==> src/rtl/adc_spi_pkg.sv <==
// adc_spi_pkg: shared types, frame constants and PCM conversion for adc_spi_sampler.
// Latency: n/a (package only).
// Backpressure: n/a.
// Contents: FSM state enum, MCP3202 frame layout constants, command-bit and PCM helpers.
package adc_spi_pkg;

  typedef enum logic [2:0] {
    IDLE,
    CS_SETUP,
    SHIFT,
    CS_GAP,
    PUBLISH
  } state_e;

  localparam int ADC_BITS       = 12;
  localparam int PCM_BITS       = 16;
  localparam int FRAME_BITS     = 18;
  localparam int DATA_FIRST_IDX = 5;
  localparam int DATA_LAST_IDX  = 16;

  // Command header sent MSB first at SCLK indices 0..3; index 2 carries the channel.
  localparam logic CMD_START = 1'b1;
  localparam logic CMD_SGL   = 1'b1;
  localparam logic CMD_MSBF  = 1'b1;

  // MOSI level for a given channel and SCLK index; everything after the header is 0.
  function automatic logic cmd_bit(input logic ch, input logic [4:0] idx);
    logic b;
    case (idx)
      5'd0:    b = CMD_START;
      5'd1:    b = CMD_SGL;
      5'd2:    b = ch;
      5'd3:    b = CMD_MSBF;
      default: b = 1'b0;
    endcase
    return b;
  endfunction

  // Offset-binary 12-bit to two's-complement 16-bit: flip the MSB, left-justify.
  function automatic logic [PCM_BITS-1:0] adc_to_pcm(input logic [ADC_BITS-1:0] d);
    return {~d[ADC_BITS-1], d[ADC_BITS-2:0], 4'b0000};
  endfunction

endpackage

==> src/rtl/adc_dc_blocker.sv <==
// adc_dc_blocker: first-order DC blocking high-pass for one PCM channel.
// Latency: combinational y_out from x_in; history registers advance only when en=1.
// Backpressure: none; en is a single-cycle update pulse from the sampler.
// Only compiled when ADC_DC_FILTER_EN is defined, so the default build carries no filter.
// Ports: clk, reset_n (async active-low), en (history update), x_in (signed PCM), y_out (filtered PCM).
`ifdef ADC_DC_FILTER_EN
module adc_dc_blocker #(
  parameter int DC_SHIFT = 8
) (
  input  logic        clk,
  input  logic        reset_n,
  input  logic        en,
  input  logic [15:0] x_in,
  output logic [15:0] y_out
);

  logic [15:0]        x_prev_q, x_prev_d;
  logic [15:0]        y_prev_q, y_prev_d;
  logic signed [17:0] x_ext, xp_ext, yp_ext, acc;

  // y = x - x_prev + y_prev - (y_prev >>> DC_SHIFT) in 18 bits, then clamp to 16 bits.
  always_comb begin
    x_ext  = $signed({{2{x_in[15]}}, x_in});
    xp_ext = $signed({{2{x_prev_q[15]}}, x_prev_q});
    yp_ext = $signed({{2{y_prev_q[15]}}, y_prev_q});
    acc    = x_ext - xp_ext + yp_ext - (yp_ext >>> DC_SHIFT);
    if (acc > 18'sd32767) begin
      y_out = 16'h7FFF;
    end else if (acc < -18'sd32768) begin
      y_out = 16'h8000;
    end else begin
      y_out = acc[15:0];
    end
    x_prev_d = en ? x_in  : x_prev_q;
    y_prev_d = en ? y_out : y_prev_q;
  end

  always_ff @(posedge clk or negedge reset_n) begin
    if (!reset_n) begin
      x_prev_q <= '0;
      y_prev_q <= '0;
    end else begin
      x_prev_q <= x_prev_d;
      y_prev_q <= y_prev_d;
    end
  end

endmodule
`endif

==> src/rtl/adc_spi_sampler.sv <==
// adc_spi_sampler: periodic two-channel MCP3202 SPI read, published as signed 16-bit stereo PCM.
// Latency: tick to sample_strobe = 78*SCLK_HALF + 1 clk cycles (625 at defaults).
// Backpressure: none; a tick arriving while a frame is in flight is dropped and sets sticky overrun.
// Optional feature: `define ADC_DC_FILTER_EN inserts an adc_dc_blocker per channel before publishing.
// Ports: clk, reset_n (async active-low), sample_en (tick counter run), adc_clk/adc_cs/adc_mosi (SPI out),
//        adc_miso (SPI in, async), audio_sample_word[1:0] ([0]=left/ch0, [1]=right/ch1),
//        sample_strobe (1-cycle update pulse), overrun (sticky dropped-tick flag).
module adc_spi_sampler
  import adc_spi_pkg::*;
#(
  parameter int SAMPLE_DIV = 1125,
  parameter int SCLK_HALF  = 8,
  parameter int DC_SHIFT   = 8
) (
  input  logic             clk,
  input  logic             reset_n,
  input  logic             sample_en,
  output logic             adc_clk,
  output logic             adc_cs,
  output logic             adc_mosi,
  input  logic             adc_miso,
  output logic [1:0][15:0] audio_sample_word,
  output logic             sample_strobe,
  output logic             overrun
);

  if (SAMPLE_DIV < 1 || SCLK_HALF < 2 || SCLK_HALF > 255 || DC_SHIFT < 1 || DC_SHIFT > 15) begin : g_cfg_check
    $error("adc_spi_sampler: parameter out of range");
  end

  localparam int                DIV_W     = (SAMPLE_DIV > 1) ? $clog2(SAMPLE_DIV) : 1;
  localparam logic [DIV_W-1:0]  DIV_LAST  = DIV_W'(SAMPLE_DIV - 1);
  localparam logic [8:0]        HALF_LAST = 9'(SCLK_HALF - 1);
  localparam logic [8:0]        GAP_LAST  = 9'(2 * SCLK_HALF - 1);
  localparam logic [4:0]        IDX_LAST  = 5'(FRAME_BITS - 1);
  localparam logic [4:0]        CAP_FIRST = 5'(DATA_FIRST_IDX);
  localparam logic [4:0]        CAP_LAST  = 5'(DATA_LAST_IDX);

  // Sample tick generator.
  logic [DIV_W-1:0] tick_cnt_q, tick_cnt_d;
  logic             tick;

  // Frame sequencer state.
  state_e           state_q, state_d;
  logic             ch_q, ch_d;
  logic [8:0]       half_cnt_q, half_cnt_d;
  logic [4:0]       bit_idx_q, bit_idx_d;
  logic [11:0]      shreg_q, shreg_d;
  logic [11:0]      raw0_q, raw0_d;

  // Registered pin and output state.
  logic             cs_q, cs_d;
  logic             sclk_q, sclk_d;
  logic             mosi_q, mosi_d;
  logic [1:0][15:0] word_q, word_d;
  logic             strobe_q, strobe_d;
  logic             overrun_q, overrun_d;

  // Two-flop MISO synchroniser.
  logic             miso_s1_q, miso_s1_d;
  logic             miso_s2_q, miso_s2_d;

  // Values that will be written into the output words on the next publish.
  logic [15:0]      pcm_l, pcm_r;
  logic [15:0]      pub_l, pub_r;
  logic             publish_go;

  assign tick = sample_en && (tick_cnt_q == DIV_LAST);

  // Last cycle of the ch1 gap: the edge that enters PUBLISH and loads the words.
  assign publish_go = (state_q == CS_GAP) && (half_cnt_q == GAP_LAST) && ch_q;

  // raw0_q holds ch0; ch1 is still sitting in the shift register at publish time.
  assign pcm_l = adc_to_pcm(raw0_q);
  assign pcm_r = adc_to_pcm(shreg_q);

`ifdef ADC_DC_FILTER_EN
  adc_dc_blocker #(.DC_SHIFT(DC_SHIFT)) u_dc_l (
    .clk     (clk),
    .reset_n (reset_n),
    .en      (publish_go),
    .x_in    (pcm_l),
    .y_out   (pub_l)
  );

  adc_dc_blocker #(.DC_SHIFT(DC_SHIFT)) u_dc_r (
    .clk     (clk),
    .reset_n (reset_n),
    .en      (publish_go),
    .x_in    (pcm_r),
    .y_out   (pub_r)
  );
`else
  assign pub_l = pcm_l;
  assign pub_r = pcm_r;
`endif

  always_comb begin
    tick_cnt_d = tick_cnt_q;
    state_d    = state_q;
    ch_d       = ch_q;
    half_cnt_d = half_cnt_q;
    bit_idx_d  = bit_idx_q;
    shreg_d    = shreg_q;
    raw0_d     = raw0_q;
    cs_d       = cs_q;
    sclk_d     = sclk_q;
    mosi_d     = mosi_q;
    word_d     = word_q;
    strobe_d   = 1'b0;
    miso_s1_d  = adc_miso;
    miso_s2_d  = miso_s1_q;
    // Any tick outside IDLE (including the PUBLISH cycle) is lost.
    overrun_d  = overrun_q | (tick && (state_q != IDLE));

    if (sample_en) begin
      tick_cnt_d = (tick_cnt_q == DIV_LAST) ? '0 : tick_cnt_q + 1'b1;
    end

    case (state_q)
      IDLE: begin
        if (tick) begin
          state_d    = CS_SETUP;
          ch_d       = 1'b0;
          half_cnt_d = '0;
          cs_d       = 1'b0;
          sclk_d     = 1'b0;
          mosi_d     = cmd_bit(1'b0, 5'd0);
        end
      end

      CS_SETUP: begin
        if (half_cnt_q == HALF_LAST) begin
          state_d    = SHIFT;
          half_cnt_d = '0;
          bit_idx_d  = '0;
        end else begin
          half_cnt_d = half_cnt_q + 1'b1;
        end
      end

      SHIFT: begin
        if (half_cnt_q != HALF_LAST) begin
          half_cnt_d = half_cnt_q + 1'b1;
        end else begin
          half_cnt_d = '0;
          if (!sclk_q) begin
            // Rising edge. miso_s2_q reflects the pin as seen SCLK_HALF-1 cycles after the
            // falling edge, which leaves the synchroniser time to settle.
            sclk_d = 1'b1;
            if (bit_idx_q >= CAP_FIRST && bit_idx_q <= CAP_LAST) begin
              shreg_d = {shreg_q[10:0], miso_s2_q};
            end
          end else if (bit_idx_q == IDX_LAST) begin
            state_d = CS_GAP;
            sclk_d  = 1'b0;
            cs_d    = 1'b1;
            mosi_d  = 1'b0;
          end else begin
            // Falling edge: MOSI moves only here so it is stable across the next rise.
            sclk_d    = 1'b0;
            bit_idx_d = bit_idx_q + 1'b1;
            mosi_d    = cmd_bit(ch_q, 5'(bit_idx_q + 1'b1));
          end
        end
      end

      CS_GAP: begin
        if (half_cnt_q != GAP_LAST) begin
          half_cnt_d = half_cnt_q + 1'b1;
        end else begin
          half_cnt_d = '0;
          if (!ch_q) begin
            raw0_d  = shreg_q;
            ch_d    = 1'b1;
            state_d = CS_SETUP;
            cs_d    = 1'b0;
            mosi_d  = cmd_bit(1'b1, 5'd0);
          end else begin
            // Words and strobe are registered here so both are visible in the PUBLISH cycle.
            state_d   = PUBLISH;
            word_d[0] = pub_l;
            word_d[1] = pub_r;
            strobe_d  = 1'b1;
          end
        end
      end

      PUBLISH: begin
        state_d = IDLE;
      end

      default: begin
        state_d = IDLE;
      end
    endcase
  end

  always_ff @(posedge clk or negedge reset_n) begin
    if (!reset_n) begin
      tick_cnt_q <= '0;
      state_q    <= IDLE;
      ch_q       <= 1'b0;
      half_cnt_q <= '0;
      bit_idx_q  <= '0;
      shreg_q    <= '0;
      raw0_q     <= '0;
      cs_q       <= 1'b1;
      sclk_q     <= 1'b0;
      mosi_q     <= 1'b0;
      word_q     <= '0;
      strobe_q   <= 1'b0;
      overrun_q  <= 1'b0;
      miso_s1_q  <= 1'b0;
      miso_s2_q  <= 1'b0;
    end else begin
      tick_cnt_q <= tick_cnt_d;
      state_q    <= state_d;
      ch_q       <= ch_d;
      half_cnt_q <= half_cnt_d;
      bit_idx_q  <= bit_idx_d;
      shreg_q    <= shreg_d;
      raw0_q     <= raw0_d;
      cs_q       <= cs_d;
      sclk_q     <= sclk_d;
      mosi_q     <= mosi_d;
      word_q     <= word_d;
      strobe_q   <= strobe_d;
      overrun_q  <= overrun_d;
      miso_s1_q  <= miso_s1_d;
      miso_s2_q  <= miso_s2_d;
    end
  end

  assign adc_cs            = cs_q;
  assign adc_clk           = sclk_q;
  assign adc_mosi          = mosi_q;
  assign audio_sample_word = word_q;
  assign sample_strobe     = strobe_q;
  assign overrun           = overrun_q;

endmodule

==> config.mk <==
export PLATFORM = sky130hd
export DESIGN_NAME = adc_spi_sampler
export DESIGN_NICKNAME = d
export VERILOG_FILES = /design/src/rtl/adc_spi_pkg.sv /design/src/rtl/adc_dc_blocker.sv /design/src/rtl/adc_spi_sampler.sv
export SDC_FILE = /design/constraint.sdc
export NUM_CORES = 1
export LEC_CHECK = 0
export BUFFER_PORTS_ARGS = -buffer_cell sky130_fd_sc_hd__buf_2
export CAP_MARGIN = 20
export CORE_UTILIZATION = 48
export CTS_BUF_LIST = sky130_fd_sc_hd__clkbuf_4 sky130_fd_sc_hd__clkbuf_8
export CTS_CLUSTER_SIZE = 16
export DETAILED_ROUTE_END_ITERATION = 12
export PLACE_DENSITY_LB_ADDON = 0.1
export SYNTH_ARGS = -nofsm -noshare
export SYNTH_HDL_FRONTEND = slang
export SYNTH_SLANG_ARGS = --single-unit
export TNS_END_PERCENT = 20
==> constraint.sdc <==
create_clock -name clk -period 3.28 [get_ports clk]
set_clock_uncertainty 0.15 [all_clocks]
set_input_delay 0 -clock clk [delete_from_list [all_inputs] [get_ports clk]]
set_output_delay 0 -clock clk [all_outputs]
set_load 0.01 [all_outputs]
==> flow_metrics.env, run 1 <==
export IMPL_rsz0062_at_grt="no"
export IMPL_setup_viol=0
export IMPL_hold_depth=2
export IMPL_drt_iter0_markers=131
export IMPL_drc=0
export IMPL_grt_util_all_layers_pct=18.6
export IMPL_place_hpwl_um=4820
export IMPL_tns_ns=0
export IMPL_worstPathCellList="or4_1 > or3_1 > a2111oi_4 > buf_4 > mux2_2"
export IMPL_startpoint_type="flip-flop"
export IMPL_initial_utilization_pct=50.5
export IMPL_path_clk_slew_ns=0.09
export IMPL_worstSetupEndpointType="flip-flop"
export IMPL_grt_pass1_wl_um=12600
export IMPL_finish_utilization_pct=56.3
export IMPL_fin_crit_ns=2.72
export IMPL_fmax_ghz=0.367
export IMPL_maxCapViolCount=0
export IMPL_fin_crit_sh_pct=83.0
export IMPL_cts_tree="built"
export IMPL_clk_path_buf_depth=2
export IMPL_synth_enable_flop_cells=0
export IMPL_critPathMaxStageDelay_ns=0.70
export IMPL_layout_common_cells="dfrtp_1, mux2_2, buf_2"
export IMPL_postSynthAreaPerCell_um2=11.8
export IMPL_final_hold_viol_count=0
export IMPL_cts_inserted_buffers=9
export IMPL_status="finished clean"
export IMPL_cts_setup_buffers=0
export IMPL_layout_commonest_cell="dfrtp_1"
export IMPL_power_density_mw_per_mm2=446
export IMPL_ff2ff_path_depth=5
export IMPL_grt_overflow_total=0
export IMPL_syn_area_mm2=0.00398
export IMPL_nFillCells=686
export IMPL_p_sw_uw=551
export IMPL_power_leakage_nw=2.17
export IMPL_slowest_stage="or4_1"
export IMPL_ctsHtreeMaxLevel=3
export IMPL_synth_warnings=0
export IMPL_final_nets=380
export IMPL_required_ns=3.37
export IMPL_drt_pass1_iter_count=4
export IMPL_seq_area_frac_synth_pct=52.8
export IMPL_area_delta_synth_final_pct=11.6
export IMPL_wl_per_cell_um=15.5
export IMPL_relSlewSlack_pct=49.4
export IMPL_ys_seq_elements=84
export IMPL_cts_resized_gates=0
export IMPL_crit_arrival_ns=2.81
export IMPL_root_buffer="clkbuf_8"
export IMPL_async_flop_share_pct=100
export IMPL_p_int_mw=1.43
export IMPL_chipWidth_um=93.1
export IMPL_swShare_pct=27.8
export IMPL_pwr_share_comb_pct=6.8
export IMPL_io_pins=41
export IMPL_power_frac_clock_pct=36.2
export IMPL_crit_path_max_fanout=12
export IMPL_antenna_found_initial=0
export IMPL_die_h_um=93.1
export IMPL_n_antenna_cell=0
export IMPL_viasPerCell=5.60
export IMPL_drive_gt1_share_pct=28.2
export IMPL_yosys_cell_types_count=58
export IMPL_num_vias=2660
export IMPL_clock_sinks=84
export IMPL_peakVddDrop_uv=307
export IMPL_wl_um=7380
export IMPL_critPathKind="flip-flop to flip-flop"
export IMPL_insertion_delay_ns=0.36
export IMPL_numPortBuffers=32
export IMPL_die_area_mm2=0.00866
export IMPL_maxSlewViolCount=0
export IMPL_worst_slew_pin_slew_ns=0.749
export IMPL_hold_class="input port to flip-flop"
export IMPL_routabilityCongestion=0.748
export IMPL_p_seq_share_pct=57.1
export IMPL_grt_max_degree=85
export IMPL_core_area_mm2=0.00789
export IMPL_antenna_left=0
export IMPL_synth_cells=336
export IMPL_rows=32
export IMPL_grt_pass1_vias=2555
export IMPL_synth_ff_type="dfrtp_1"
[timing repair]
| item | in CTS | in global routing |
|---|---|---|
| endpoints found under the setup margin | 0 | 0 |
| endpoints found under the hold margin | 89 | 10 |
| hold buffers | 3 | 1 |
[per-stage QoR]
stage	hold slack, ns	cells	area (µm²)	setup slack (ns)	power (mW)
after global routing	0.144	475	4440	0.454	2.07
after global placement	-0.0339	454	4180	0.623	1.28
after detailed placement	-0.0370	454	4180	0.569	1.28
final	0.136	475	4440	0.557	1.98
after CTS	0.112	473	4410	0.553	2.01
after floorplan	-0.446	343	4010	0.724	1.24
[state kept, by name, summed over array words and instances, names as in the netlist, 3 cells and up]
name               flops
bit_idx_q              5
audio_sample_word     24
state_q                3
shreg_q               12
raw0_q                12
half_cnt_q             9
tick_cnt_q            11
[power groups by stage]
stage               Clock (mW)  Sequential, mW  Combinational [mW]
floorplan                    0            1.14              0.0972
global placement             0            1.15               0.127
detailed placement           0            1.15               0.131
CTS                      0.746            1.13               0.134
global route             0.776            1.14               0.157
finish                   0.717            1.13               0.134
[synth_stat cells (2+ instances only)]
library cell / instances / area, µm²
inv_1: 12 / 45.0
nor3b_1: 2 / 15.0
o31ai_1: 3 / 22.5
and4_1: 5 / 43.8
buf_4: 10 / 75.1
o32a_1: 3 / 30.0
clkbuf_1: 12 / 45.0
nor2_1: 15 / 56.3
o41ai_1: 2 / 17.5
buf_1: 2 / 7.51
a31oi_1: 3 / 18.8
or4_1: 3 / 22.5
a311oi_1: 3 / 26.3
mux2_1: 2 / 22.5
or3_1: 2 / 12.5
a211oi_1: 3 / 22.5
buf_2: 3 / 15.0
a32oi_1: 2 / 17.5
ha_1: 8 / 100
nand2_1: 13 / 48.8
nand3_1: 9 / 45.0
xor2_1: 8 / 70.1
nor2b_1: 6 / 37.5
and2_1: 2 / 12.5
a22o_1: 2 / 17.5
mux2i_1: 4 / 40.0
o21ai_0: 8 / 40.0
nand4_1: 9 / 56.3
a41oi_1: 4 / 35.0
a21o_1: 2 / 15.0
xnor2_1: 5 / 43.8
a21oi_1: 3 / 15.0
mux2_2: 44 / 495
nor3_1: 8 / 40.0
and3_1: 7 / 43.8
dfrtp_1: 83 / 2080
or2_2: 3 / 18.8
[worst max-delay path, delay by kind of cell, from the launching register on]
kind	cells	cell delay (ns)
flops	1	0.43
mux	1	0.35
simple gates	2	1.21
buf+inv	1	0.25
compound gates	1	0.22
[final cells by class]
cell class / count / area [µm²] / area share [%]
Sequential cell: 84 / 2100 / 47.3
Inverter: 12 / 45.0 / 1.01
Multi-Input combinational cell: 219 / 1710 / 38.4
Timing Repair Buffer: 42 / 268 / 6.02
Tap cell: 102 / 128 / 2.87
Clock buffer: 9 / 124 / 2.79
Clock inverter: 7 / 71.3 / 1.60
[logic make-up (layout without fill, tap and decap cells)]
kind of cell / Yosys count / in the layout / synth area share [%]
AO/OA/AOI/OAI: 49 / 49 / 9.84
XOR/XNOR: 13 / 13 / 2.86
adder cells (fa/ha/maj): 8 / 8 / 2.51
buffers and inverters: 40 / 70 / 5.00
flip-flops: 84 / 84 / 52.8
multiplexers: 50 / 50 / 14.0
other: 1 / 8 / 0.0942
AND/OR/NAND/NOR: 91 / 91 / 12.9
[final timing paths]
kind                                    start    endpoint  slack [ns]
min in group asynchronous             reset_n     adc_clk        0.41
worst min register to register      miso_s1_q   miso_s2_q        0.20
worst max-delay path            half_cnt_q[4]  shreg_q[0]        0.56
worst min-delay path                 adc_miso   miso_s1_q        0.14
worst max register to register  half_cnt_q[4]  shreg_q[0]        0.56
max in group asynchronous             reset_n      adc_cs        1.96
[metal layers]
metal / vias to the layer above / GRT usage, % / routed length [µm]
li1: 1280 / - / -
met1: 1310 / 26.1 / 3590
met2: 59 / 28.6 / 3370
met3: 11 / 2.85 / 283
met4: 0 / 8.46 / 143
met5: - / 0 / 0
(Power assumes the default switching activity.)
==> inputs of run 2 (changes only) <==
==> constraint.sdc (replaced) <==
create_clock -name clk -period 2.45 [get_ports clk]
set_clock_uncertainty 0.15 [all_clocks]
set_input_delay 0 -clock clk [delete_from_list [all_inputs] [get_ports clk]]
set_output_delay 0 -clock clk [all_outputs]
set_load 0.01 [all_outputs]
==> run 2 against run 1 <==
Net effect: die area unchanged; critical path depth is the same; final area is 4.5% higher; worst hold slack worse by 0.094 ns; sequential share of layout area down 2.0 points; combinational power rose by 46%; first-iteration DRC count shrank 11%; largest cell class unchanged; highest routed layer unchanged.
==> flow_metrics.env, run 2 (synthesis results as in run 1) <==
export IMPL_status="finished clean"
export IMPL_setup_viol=0
export IMPL_final_nets=397
export IMPL_ctsHtreeMaxLevel=3
export IMPL_num_vias=2708
export IMPL_startpoint_type="flip-flop"
export IMPL_rows=32
export IMPL_wl_per_cell_um=15.3
export IMPL_grt_max_degree=54
export IMPL_layout_commonest_cell="dfrtp_1"
export IMPL_maxSlewViolCount=0
export IMPL_drc=0
export IMPL_layout_setup_ws_ns=0.104
export IMPL_finish_utilization_pct=58.9
export IMPL_grt_overflow_total=0
export IMPL_relSlewSlack_pct=49.9
export IMPL_fin_crit_ns=2.35
export IMPL_largest_reg_flops=24
export IMPL_r2r_slack_ns=0.10
export IMPL_routabilityCongestion=0.787
export IMPL_grt_pass1_vias=2662
export IMPL_power_leakage_nw=2.28
export IMPL_peakVddDrop_uv=408
export IMPL_ff2ff_path_depth=5
export IMPL_io_pins=41
export IMPL_cts_tree="built"
export IMPL_clock_sinks=84
export IMPL_clk_path_buf_depth=2
export IMPL_drive_gt1_share_pct=32.1
export IMPL_final_hold_viol_count=0
export IMPL_maxCapViolCount=0
export IMPL_area_delta_synth_final_pct=16.6
export IMPL_drt_iter0_markers=116
export IMPL_critPathKind="flip-flop to flip-flop"
export IMPL_die_h_um=93.1
export IMPL_tns_ns=0
export IMPL_fin_crit_sh_pct=95.7
export IMPL_insertion_delay_ns=0.35
export IMPL_die_area_mm2=0.00866
export IMPL_rsz0062_at_grt="no"
export IMPL_drt_pass1_iter_count=4
export IMPL_power_density_mw_per_mm2=610
export IMPL_cp_endpoint="shreg_q[11]"
export IMPL_hold_class="input port to asynchronous set/reset pin"
export IMPL_place_ws_ns=0.0509
export IMPL_crit_arrival_ns=2.43
export IMPL_core_area_mm2=0.00789
export IMPL_path_clk_slew_ns=0.09
export IMPL_cts_inserted_buffers=9
export IMPL_chipWidth_um=93.1
export IMPL_layout_common_cells="dfrtp_1, mux2_2, buf_2"
export IMPL_n_antenna_cell=0
export IMPL_antenna_found_initial=0
export IMPL_fmax_ghz=0.426
export IMPL_antenna_left=0
export IMPL_root_buffer="clkbuf_8"
export IMPL_worst_slew_pin_slew_ns=0.742
export IMPL_worstSetupStartpoint="half_cnt_q[4]"
export IMPL_crit_path_max_fanout=12
export IMPL_required_ns=2.53
export IMPL_viasPerCell=5.50
export IMPL_worstSetupEndpointType="flip-flop"
export IMPL_rr_startpoint="half_cnt_q[4]"
export IMPL_grt_util_all_layers_pct=19.2
export IMPL_place_hpwl_um=5120
export IMPL_worst_r2r_endpoint="shreg_q[11]"
export IMPL_grt_pass1_wl_um=13000
export IMPL_wl_um=7510
export IMPL_initial_utilization_pct=50.5
export IMPL_numPortBuffers=32
export IMPL_nFillCells=671
run 2: cell type report:
class | count | area (µm²) | area share, %
Tap cell | 102 | 128 | 2.75
Clock inverter | 7 | 106 | 2.29
Clock buffer | 9 | 124 | 2.67
Sequential cell | 84 | 2100 | 45.3
Timing Repair Buffer | 59 | 423 | 9.11
Multi-Input combinational cell | 219 | 1710 | 36.9
Inverter | 12 | 45.0 | 0.970
run 2: worst min path at each step:
stage                       start       endpoint
after floorplan           reset_n        adc_clk
after global placement    reset_n  half_cnt_q[0]
after detailed placement  reset_n  half_cnt_q[0]
after CTS                 reset_n         adc_cs
after global routing      reset_n         adc_cs
final                     reset_n  half_cnt_q[0]
run 2: worst max-delay path: stages, from the launching register on:
cell       delay, ns
dfrtp_1         0.39
or4_4           0.56
or3_4           0.37
a2111oi_4       0.25
buf_12          0.18
mux2_2          0.33
run 2: metal layers:
layer / vias up / GRT usage (%) / wire (µm)
met3: 6 / 5.37 / 264
met1: 1341 / 26.8 / 3710
met4: 0 / 4.36 / 87
met2: 50 / 30.0 / 3450
met5: - / 0 / 0
li1: 1311 / - / -
run 2: through the flow:
step | hold WS [ns] | area (µm²) | instances | power [mW]
after global routing | 0.0225 | 4640 | 492 | 2.97
after CTS | 0.0290 | 4630 | 492 | 2.88
after floorplan | -0.446 | 4010 | 343 | 1.65
after detailed placement | -0.172 | 4350 | 472 | 1.73
after global placement | -0.174 | 4350 | 472 | 1.73
final | 0.0420 | 4640 | 492 | 2.83
run 2: report_power, final:
part           switching (mW)  internal [mW]
Combinational           0.106         0.0899
Clock                   0.530          0.592
Sequential             0.0700           1.44
run 2: what timing repair did:
item	in CTS	in global routing
resized for setup	0	3
endpoints found under the setup margin	0	14
hold endpoints to repair	90	0
hold buffers	4	0
buffers inserted	0	0
==> inputs of run 3 (changes only) <==
--- a/config.mk
+++ b/config.mk
@@ -5,11 +5,10 @@
 export SDC_FILE = /design/constraint.sdc
 export NUM_CORES = 1
 export LEC_CHECK = 0
-export BUFFER_PORTS_ARGS = -buffer_cell sky130_fd_sc_hd__buf_2
+export BUFFER_PORTS_ARGS = -buffer_cell sky130_fd_sc_hd__clkbuf_2
 export CAP_MARGIN = 20
 export CORE_UTILIZATION = 48
 export CTS_BUF_LIST = sky130_fd_sc_hd__clkbuf_4 sky130_fd_sc_hd__clkbuf_8
-export CTS_CLUSTER_SIZE = 16
 export DETAILED_ROUTE_END_ITERATION = 12
 export PLACE_DENSITY_LB_ADDON = 0.1
 export SYNTH_ARGS = -nofsm -noshare
==> run 3 against run 2 <==
Net effect: clock power fell by 9.8%; combinational power barely moved; routed wire length rose by 1.7%; global-route usage rose by 0.64 points; utilization fell by 0.29 points; setup slack barely moved; register-to-register slack barely moved; critical path depth did not move; first-iteration DRC count rose by 17%; final area fell by 0.49%; final cell count rose by 0.20%; clock-buffer cell count did not move; critical endpoint is now shreg_q[0]; largest power group unchanged.
==> flow_metrics.env, run 3 (synthesis results as in run 1) <==
export IMPL_status="finished clean"
export IMPL_setup_viol=0
export IMPL_final_hold_viol_count=0
export IMPL_antenna_found_initial=0
export IMPL_layout_common_cells="dfrtp_1, mux2_2, clkbuf_2"
export IMPL_drt_iter0_markers=136
export IMPL_path_clk_slew_ns=0.08
export IMPL_drc=0
export IMPL_ctsHtreeMaxLevel=3
export IMPL_ff2ff_path_depth=5
export IMPL_worst_slew_pin_slew_ns=0.851
export IMPL_worst_r2r_endpoint="shreg_q[0]"
export IMPL_fin_crit_ns=2.35
export IMPL_grt_overflow_total=0
export IMPL_place_inst=472
export IMPL_drt_pass1_iter_count=4
export IMPL_maxCapViolCount=0
export IMPL_fin_crit_sh_pct=95.8
export IMPL_die_h_um=93.1
export IMPL_nFillCells=646
export IMPL_grt_util_all_layers_pct=19.9
export IMPL_relSlewSlack_pct=43.2
export IMPL_peakVddDrop_uv=370
export IMPL_wl_um=7640
export IMPL_grt_max_degree=51
export IMPL_core_area_mm2=0.00789
export IMPL_area_delta_synth_final_pct=16.1
export IMPL_hold_class="input port to flip-flop"
export IMPL_startpoint_type="flip-flop"
export IMPL_chipWidth_um=93.1
export IMPL_largest_reg_flops=24
export IMPL_insertion_delay_ns=0.35
export IMPL_routabilityCongestion=0.793
export IMPL_pwr_share_comb_pct=7.1
export IMPL_power_leakage_nw=2.26
export IMPL_final_nets=398
export IMPL_antenna_left=0
export IMPL_clk_path_buf_depth=2
export IMPL_drive_gt1_share_pct=31.7
export IMPL_layout_commonest_cell="dfrtp_1"
export IMPL_cts_inserted_buffers=9
export IMPL_critPathKind="flip-flop to flip-flop"
export IMPL_grt_pass1_wl_um=13300
export IMPL_p_seq_share_pct=55.6
export IMPL_n_antenna_cell=0
export IMPL_whs_endpoint="miso_s1_q"
export IMPL_power_density_mw_per_mm2=588
export IMPL_p_int_mw=2.02
export IMPL_wl_per_cell_um=15.5
export IMPL_io_pins=41
export IMPL_clock_sinks=84
export IMPL_power_frac_clock_pct=37.2
export IMPL_hold_depth=2
export IMPL_crit_arrival_ns=2.43
export IMPL_die_area_mm2=0.00866
export IMPL_place_hpwl_um=5240
export IMPL_cts_tree="built"
export IMPL_required_ns=2.54
export IMPL_num_vias=2740
export IMPL_initial_utilization_pct=50.5
export IMPL_p_sw_uw=699
export IMPL_rows=32
export IMPL_root_buffer="clkbuf_8"
export IMPL_rr_startpoint="half_cnt_q[4]"
export IMPL_layoutNonFillerInstCount=493
export IMPL_fmax_ghz=0.426
export IMPL_min_from="adc_miso"
export IMPL_worstSetupEndpointType="flip-flop"
export IMPL_swShare_pct=25.7
export IMPL_grt_pass1_vias=2690
export IMPL_crit_path_max_fanout=12
export IMPL_viasPerCell=5.56
export IMPL_r2r_slack_ns=0.10
export IMPL_rsz0062_at_grt="no"
export IMPL_maxSlewViolCount=0
export IMPL_numPortBuffers=32
export IMPL_tns_ns=0
## run 3: changes by cell type in the layout (fill, tap and decap cells not counted)
cell            previous run  this run
buf_12                     4         3
buf_2                     31         0
bufinv_16                  2         1
clkbuf_2                   0        31
clkinv_2                   0         1
dlygate4sd3_1              3         4
dlymetal6s4s_1             0         1
o311ai_0                   0         1
o311ai_1                   1         0
## run 3: worst max-delay path by stage
stage	startpoint	endpoint	slack (ns)
3_3_place_gp	half_cnt_q[4]	shreg_q[6]	0.08
4_1_cts	half_cnt_q[4]	shreg_q[0]	0.02
6_report	half_cnt_q[4]	shreg_q[0]	0.10
5_1_grt	half_cnt_q[1]	shreg_q[4]	0.003
3_5_place_dp	half_cnt_q[4]	shreg_q[0]	0.05
2_1_floorplan	half_cnt_q[4]	shreg_q[10]	-0.11
## run 3: worst max-delay path, cell delays in order (launching register included)
cell	delay, ns
dfrtp_1	0.38
or4_4	0.56
or3_4	0.36
a2111oi_4	0.26
buf_12	0.19
mux2_2	0.33
## run 3: power by group through the flow
| stage | sequential [mW] | clock (mW) | combinational [mW] |
|---|---|---|---|
| final | 1.51 | 1.01 | 0.194 |
| after global placement | 1.54 | 0 | 0.185 |
| after global routing | 1.53 | 1.10 | 0.229 |
| after floorplan | 1.52 | 0 | 0.130 |
| after CTS | 1.51 | 1.05 | 0.198 |
| after detailed placement | 1.54 | 0 | 0.189 |
## run 3: layout make-up
class	instances	area (µm²)	share of cell area [%]
well taps	102	128	2.76
flip-flops and latches	84	2100	45.5
clock inverters	7	81.3	1.76
multi-input cells	219	1710	37.1
inverters	12	45.0	0.975
repair buffers	60	425	9.21
clock buffers	9	124	2.68
## run 3: timing repair
item	in CTS	in global routing
setup endpoints to repair	0	31
hold buffers	5	0
gates resized for setup	0	3
buffers inserted	0	0
hold endpoints to repair	90	0
## run 3: per-stage QoR
| step | power (mW) | utilization (%) | worst slack [ns] | hold WS (ns) | instance area (µm²) |
|---|---|---|---|---|---|
| after floorplan | 1.65 | - | -0.106 | -0.446 | 4010 |
| after global placement | 1.72 | 55.2 | 0.0786 | -0.162 | 4350 |
| after detailed placement | 1.73 | 55.2 | 0.0466 | -0.156 | 4350 |
| after CTS | 2.76 | 58.4 | 0.0228 | 0.129 | 4610 |
| after global routing | 2.86 | 58.6 | 0.00269 | 0.144 | 4620 |
| final | 2.72 | 58.6 | 0.104 | 0.143 | 4620 |
## run 3: metal layers
layer	GRT usage (%)	vias to the layer above	wire length, µm
li1	-	1308	-
met1	28.1	1369	3730
met2	30.4	52	3540
met3	3.82	11	225
met4	7.44	0	133
met5	0	-	0
